File: src/rtl/mips_pkg.sv
// Shared definitions for the MIPS data-memory responder.
// FSM encodings and the datapath word width.
package mips_pkg;

  localparam logic [1:0] S_IDLE = 2'd0;
  localparam logic [1:0] S_WAIT = 2'd1;
  localparam logic [1:0] S_RESP = 2'd2;

  localparam int WORD_W = 32;

endpackage

File: src/rtl/data_mem_responder_wait_counter.sv
// Loadable 4-bit down-counter for wait states.
// done is high while the count sits at zero.
module wait_counter (
  input  logic       clk,
  input  logic       rst_n,
  input  logic       load,
  input  logic [3:0] load_val,
  input  logic       en,
  output logic       done
);

  logic [3:0] cnt_q;
  logic [3:0] cnt_d;

  assign done = (cnt_q == 4'd0);

  // Load wins over decrement; saturate at zero.
  always_comb begin
    cnt_d = cnt_q;
    if (load) begin
      cnt_d = load_val;
    end else if (en && !done) begin
      cnt_d = cnt_q - 4'd1;
    end
  end

  // Count register.
  always_ff @(posedge clk or negedge rst_n) begin
    if (!rst_n) begin
      cnt_q <= 4'd0;
    end else begin
      cnt_q <= cnt_d;
    end
  end

endmodule

File: src/rtl/data_mem_responder.sv
// Handshaked data RAM with wait states for the MIPS load/store port.
// Response data and flags are registered; ready pulses for one cycle.
module data_mem_responder
  import mips_pkg::*;
#(
  parameter int DEPTH       = 64,
  parameter int WAIT_STATES = 2
) (
  input  logic              clk,
  input  logic              reset,
  input  logic              req,
  input  logic              MemWrite,
  input  logic [WORD_W-1:0] A,
  input  logic [WORD_W-1:0] WD,
  output logic [WORD_W-1:0] RD,
  output logic              ready,
  output logic              addr_err
);

  localparam int IDX_W = $clog2(DEPTH);
  localparam int AW    = IDX_W + 2;
  localparam logic ZERO_WS = (WAIT_STATES == 0);
  localparam logic [3:0] LOAD_V =
    ZERO_WS ? 4'd0 : 4'(WAIT_STATES - 1);

  logic [1:0]        state_q, state_d;
  logic [AW-1:0]     a_q, a_d;
  logic [WORD_W-1:0] wd_q, wd_d;
  logic              we_q, we_d;
  logic [WORD_W-1:0] rd_q, rd_d;
  logic              ready_q, ready_d;
  logic              err_q, err_d;
  logic [WORD_W-1:0] mem_q [DEPTH];
  logic [WORD_W-1:0] mem_d [DEPTH];

  logic              cnt_load, cnt_en, cnt_done;
  logic              go_resp, idle;
  logic [AW-1:0]     cur_a;
  logic [WORD_W-1:0] cur_wd;
  logic              cur_we;
  logic [IDX_W-1:0]  idx;
  logic              mis;
  logic              unused_a;

  assign unused_a = ^A[WORD_W-1:AW];

  wait_counter u_wait (
    .clk      (clk),
    .rst_n    (reset),
    .load     (cnt_load),
    .load_val (LOAD_V),
    .en       (cnt_en),
    .done     (cnt_done)
  );

  // With zero wait states the access completes on the accept
  // edge, so the live inputs stand in for the latched ones.
  assign idle   = (state_q == S_IDLE);
  assign cur_a  = idle ? A[AW-1:0] : a_q;
  assign cur_wd = idle ? WD : wd_q;
  assign cur_we = idle ? MemWrite : we_q;
  assign idx    = cur_a[AW-1:2];
  assign mis    = (cur_a[1:0] != 2'b00);

  // FSM next state and wait-counter control.
  always_comb begin
    state_d  = state_q;
    cnt_load = 1'b0;
    cnt_en   = 1'b0;
    go_resp  = 1'b0;
    case (state_q)
      S_IDLE: begin
        if (req) begin
          if (ZERO_WS) begin
            state_d = S_RESP;
            go_resp = 1'b1;
          end else begin
            state_d  = S_WAIT;
            cnt_load = 1'b1;
          end
        end
      end
      S_WAIT: begin
        if (cnt_done) begin
          state_d = S_RESP;
          go_resp = 1'b1;
        end else begin
          cnt_en = 1'b1;
        end
      end
      S_RESP:  state_d = S_IDLE;
      default: state_d = S_IDLE;
    endcase
  end

  // Request capture, memory update and response registers.
  always_comb begin
    a_d     = a_q;
    wd_d    = wd_q;
    we_d    = we_q;
    mem_d   = mem_q;
    rd_d    = rd_q;
    ready_d = go_resp;
    err_d   = 1'b0;
    if (idle && req) begin
      a_d  = A[AW-1:0];
      wd_d = WD;
      we_d = MemWrite;
    end
    if (go_resp) begin
      err_d = mis;
      if (mis) begin
        rd_d = '0;
      end else if (cur_we) begin
        mem_d[idx] = cur_wd;
        rd_d       = cur_wd;
      end else begin
        rd_d = mem_q[idx];
      end
    end
  end

  // State, latches, memory and outputs; reset clears all.
  always_ff @(posedge clk or negedge reset) begin
    if (!reset) begin
      state_q <= S_IDLE;
      a_q     <= '0;
      wd_q    <= '0;
      we_q    <= 1'b0;
      rd_q    <= '0;
      ready_q <= 1'b0;
      err_q   <= 1'b0;
      mem_q   <= '{default: '0};
    end else begin
      state_q <= state_d;
      a_q     <= a_d;
      wd_q    <= wd_d;
      we_q    <= we_d;
      rd_q    <= rd_d;
      ready_q <= ready_d;
      err_q   <= err_d;
      mem_q   <= mem_d;
    end
  end

  assign RD       = rd_q;
  assign ready    = ready_q;
  assign addr_err = err_q;

endmodule

File: config.mk
export PLATFORM = sky130hd
export DESIGN_NAME = data_mem_responder
export DESIGN_NICKNAME = d
export VERILOG_FILES = /design/src/rtl/mips_pkg.sv /design/src/rtl/data_mem_responder_wait_counter.sv /design/src/rtl/data_mem_responder.sv
export SDC_FILE = /design/constraint.sdc
export NUM_CORES = 2
export LEC_CHECK = 0
export CELL_PAD_IN_SITES_DETAIL_PLACEMENT = 0
export CELL_PAD_IN_SITES_GLOBAL_PLACEMENT = 1
export CORE_MARGIN = 2
export CORE_UTILIZATION = 49
export DETAILED_ROUTE_END_ITERATION = 10
export PLACE_DENSITY = 0.79
export SLEW_MARGIN = 20
export SYNTH_ARGS = -nofsm -noshare
export SYNTH_HDL_FRONTEND = slang
export SYNTH_SLANG_ARGS = --single-unit
File: constraint.sdc
create_clock -name clk -period 3.6 [get_ports clk]
set_input_delay 0.72 -clock clk [delete_from_list [all_inputs] [get_ports clk]]
set_output_delay 0.72 -clock clk [all_outputs]
set_load 0.01 [all_outputs]
==> qor.yml <==
rrSetupSlack_ns: 0.09
leakage_nw: 50.7
drc: 0
drv_slew: 0
first_global_vias: 76300
final_area_mm2: 0.108
dp_hpwl_mm: 242
fin_crit_ns: 3.51
synth_top_area_share_pct: 59.5
layout-drive-gt1-share_pct: 14.2
worstSetupStartpointType: "register"
nFillCells: 15400
antenna_found_initial: 16
min_path_type: "in -> reg"
crit_path_max_fanout: 11
grt_pass1_wl_mm: 535
routed_wl_mm: 369
crit_path_top_delay_cell: "or3b_2"
maxCapViolations: 0
dpl_cell_area_mm2: 0.101
ant_nets: 0
path_class: "reg -> reg"
synth_warnings: 0
core_mm2: 0.181
critPathRequiredTime_ns: 4.37
numCtsBuffers: 221
crit-reg2reg-capture: "RD[31]"
cts.clk_slew.worst_paths_ns: 0.07
syn_area_per_cell_um2: 9.29
synth_area_mm2: 0.0895
setup_viol: 0
netlist_instances: 9632
pin_count: 102
dr.pass1.iters: 9
clock_latency_ns: 0.89
h-tree-depth: 4
clock_skew_ns: 0.0345
totalPowerFinal_mw: 89.0
status: "complete, no violations"
io_buffers: 77
die_height_um: 431
synth_edf_count: 0
worst_pin_slew_ns: 1.15
finalNetCount: 10000
yosys.area.top_type: "dfrtp_1"
root_buffer: "clkbuf_16"
grt_setup_unrepaired: "no"
gr-total-overflow: 0
drt-initial-drc-count: 9578
ir_worst_vdd_mv: 0.821
power.density_mw_per_mm2: 823
cts_tree: "yes"
rr_startpoint: "state_q[1]"
fmax_mhz: 285
die_area_mm2: 0.186
critPathArrivalTime_ns: 4.29
viasPerCell: 6.34
dieWidth_um: 431
ys_types: 66
routabilityCongestion: 0.962
synth_fp_nets: 9702
reg2reg_depth: 12
track_usage_pct: 39.6
critPathMaxStageDelay_ns: 0.53
vias: 79200
cts.sinks: 2129
cp-startpoint: "state_q[1]"
ys_ff_latch: 2129
hold-worst-slack_ns: 0.425
start_util_pct: 49.4
final.setup.tns_ns: 0
avgRoutedWirePerCell_um: 29.6
cp-endpoint: "RD[31]"
cp-end-kind: "register"
max_slew_margin_pct: 21.6
synthFlopType: "dfrtp_1"
syn_to_final_growth_pct: 20.9
period_share_pct: 97.6
num_rows: 156
synth-seq-area-share_pct: 59.5
clock_path_buffers: 3
hold_viol: 0
grt_max_degree: 134
fin_util_pct: 59.7
ys_async_sr_fraction_pct: 100
netlist_top_cells_area: "dfrtp_1, a21oi_1, nor2_1, o22ai_1, nand2_1"
worstPathCellList: "buf_4 > or3b_2 > nand2_4 > buf_12 > buf_12 > nand2_1 > and3_1 > nor4_1 > buf_4 > o22ai_1 > or4_1 > o221ai_1"
## cell type report
| cell class | count | area [µm²] | share of cell area, % |
|---|---|---|---|
| Sequential cell | 2129 | 53300 | 49.3 |
| Multi-Input combinational cell | 6571 | 32700 | 30.3 |
| Timing Repair Buffer | 1017 | 11800 | 10.9 |
| Clock buffer | 341 | 6640 | 6.14 |
| Tap cell | 2370 | 2970 | 2.74 |
| Clock inverter | 55 | 739 | 0.684 |
| Inverter | 6 | 22.5 | 0.0208 |
| Antenna cell | 8 | 20.0 | 0.0185 |
## critical path: cells and delay by family (launching register included)
kind / cells / cell delay (ns)
buffers and inverters: 4 / 0.75
flip-flops: 1 / 0.48
AND/OR/NAND/NOR: 6 / 1.85
AO/OA/AOI/OAI: 2 / 0.31
## state kept, by name, indices dropped and copies added, names as in the netlist
name	flops
RD	32
mem_q	2048
addr_err	1
u_wait.cnt_q	4
state_q	2
ready	1
we_q	1
a_q	8
wd_q	32
## synthesized netlist by cell type, types with 47 or more instances
library cell / count
nor4_1: 128
a21oi_1: 1818
nand3_1: 64
buf_2: 453
nor2_1: 1850
o21ai_0: 538
nor2_4: 48
mux2i_1: 53
nor3_1: 83
o221ai_1: 71
o22ai_1: 697
clkbuf_1: 412
nand2_1: 945
dfrtp_1: 2129
a31oi_1: 47
## kinds of logic (layout without fill, tap and decap cells)
group,after synthesis,after routing,share of synthesized area (%)
AO/OA/AOI/OAI,3289,3289,20.3
XOR/XNOR,2,2,0.0196
adder cells (fa/ha/maj),2,2,0.0280
buffers and inverters,933,1419,4.64
flip-flops,2129,2129,59.5
multiplexers,53,53,0.593
other,0,8,0
AND/OR/NAND/NOR,3224,3225,14.9
## power breakdown
part | switching [mW] | internal, mW | leakage [nW]
Sequential | 1.40 | 25.7 | 29.4
Clock | 9.92 | 13.6 | 3.61
Combinational | 24.8 | 13.6 | 17.7
Total | 36.1 | 52.9 | 50.7
## worst min path at each step
stage	startpoint	slack [ns]	depth (start not counted)	end
after floorplan	reset	0.42	0	RD[0]
after global placement	a_q[0]	0.46	2	a_q[0]
after detailed placement	mem_q[1]	0.47	2	mem_q[1]
after CTS	A[0]	0.40	3	a_q[0]
after global routing	WD[26]	0.46	3	wd_q[26]
final	A[0]	0.42	3	a_q[0]
## cell usage in the layout, fill, tap and decap left out, types with 19 or more instances in the layout
master,Yosys,layout
buf_4,17,625
nand2_2,0,35
buf_12,0,313
nor3_1,83,81
nand2_1,945,907
dfrtp_1,2129,2128
clkbuf_1,412,59
mux2i_1,53,21
o22ai_1,697,697
nor2_1,1850,1848
a21oi_1,1818,1818
o21ai_0,538,537
clkinv_2,0,23
nand3_1,64,63
clkbuf_16,0,225
clkbuf_8,0,57
mux2i_4,0,32
nor2_4,48,49
o31ai_1,20,19
clkdlybuf4s50_1,0,76
or4_1,36,36
o221ai_1,71,71
nor4_1,128,121
a31oi_1,47,47
## per-stage QoR
stage          instances  setup WS, ns
2_1_floorplan       9632         0.798
3_3_place_gp       12100        -0.948
3_5_place_dp       12100        -0.947
4_1_cts            12500       0.00314
5_1_grt            12500        0.0467
6_report           12500        0.0859
## layer usage
layer	up-vias	GRT usage [%]	wire, µm
li1	34100	-	-
met1	39200	53.5	143000
met2	4674	58.7	161000
met3	1160	9.82	41000
met4	10	22.1	24200
met5	-	0	66
## what timing repair did
item,in CTS,in global routing
pin swaps,3,2
gates resized for setup,7,10
buffers inserted,8,1
hold buffers,1,0
gates cloned,1,0
endpoints found under the setup margin,14,12
hold endpoints to repair,59,0
Power figures use the tool's default switching activity.
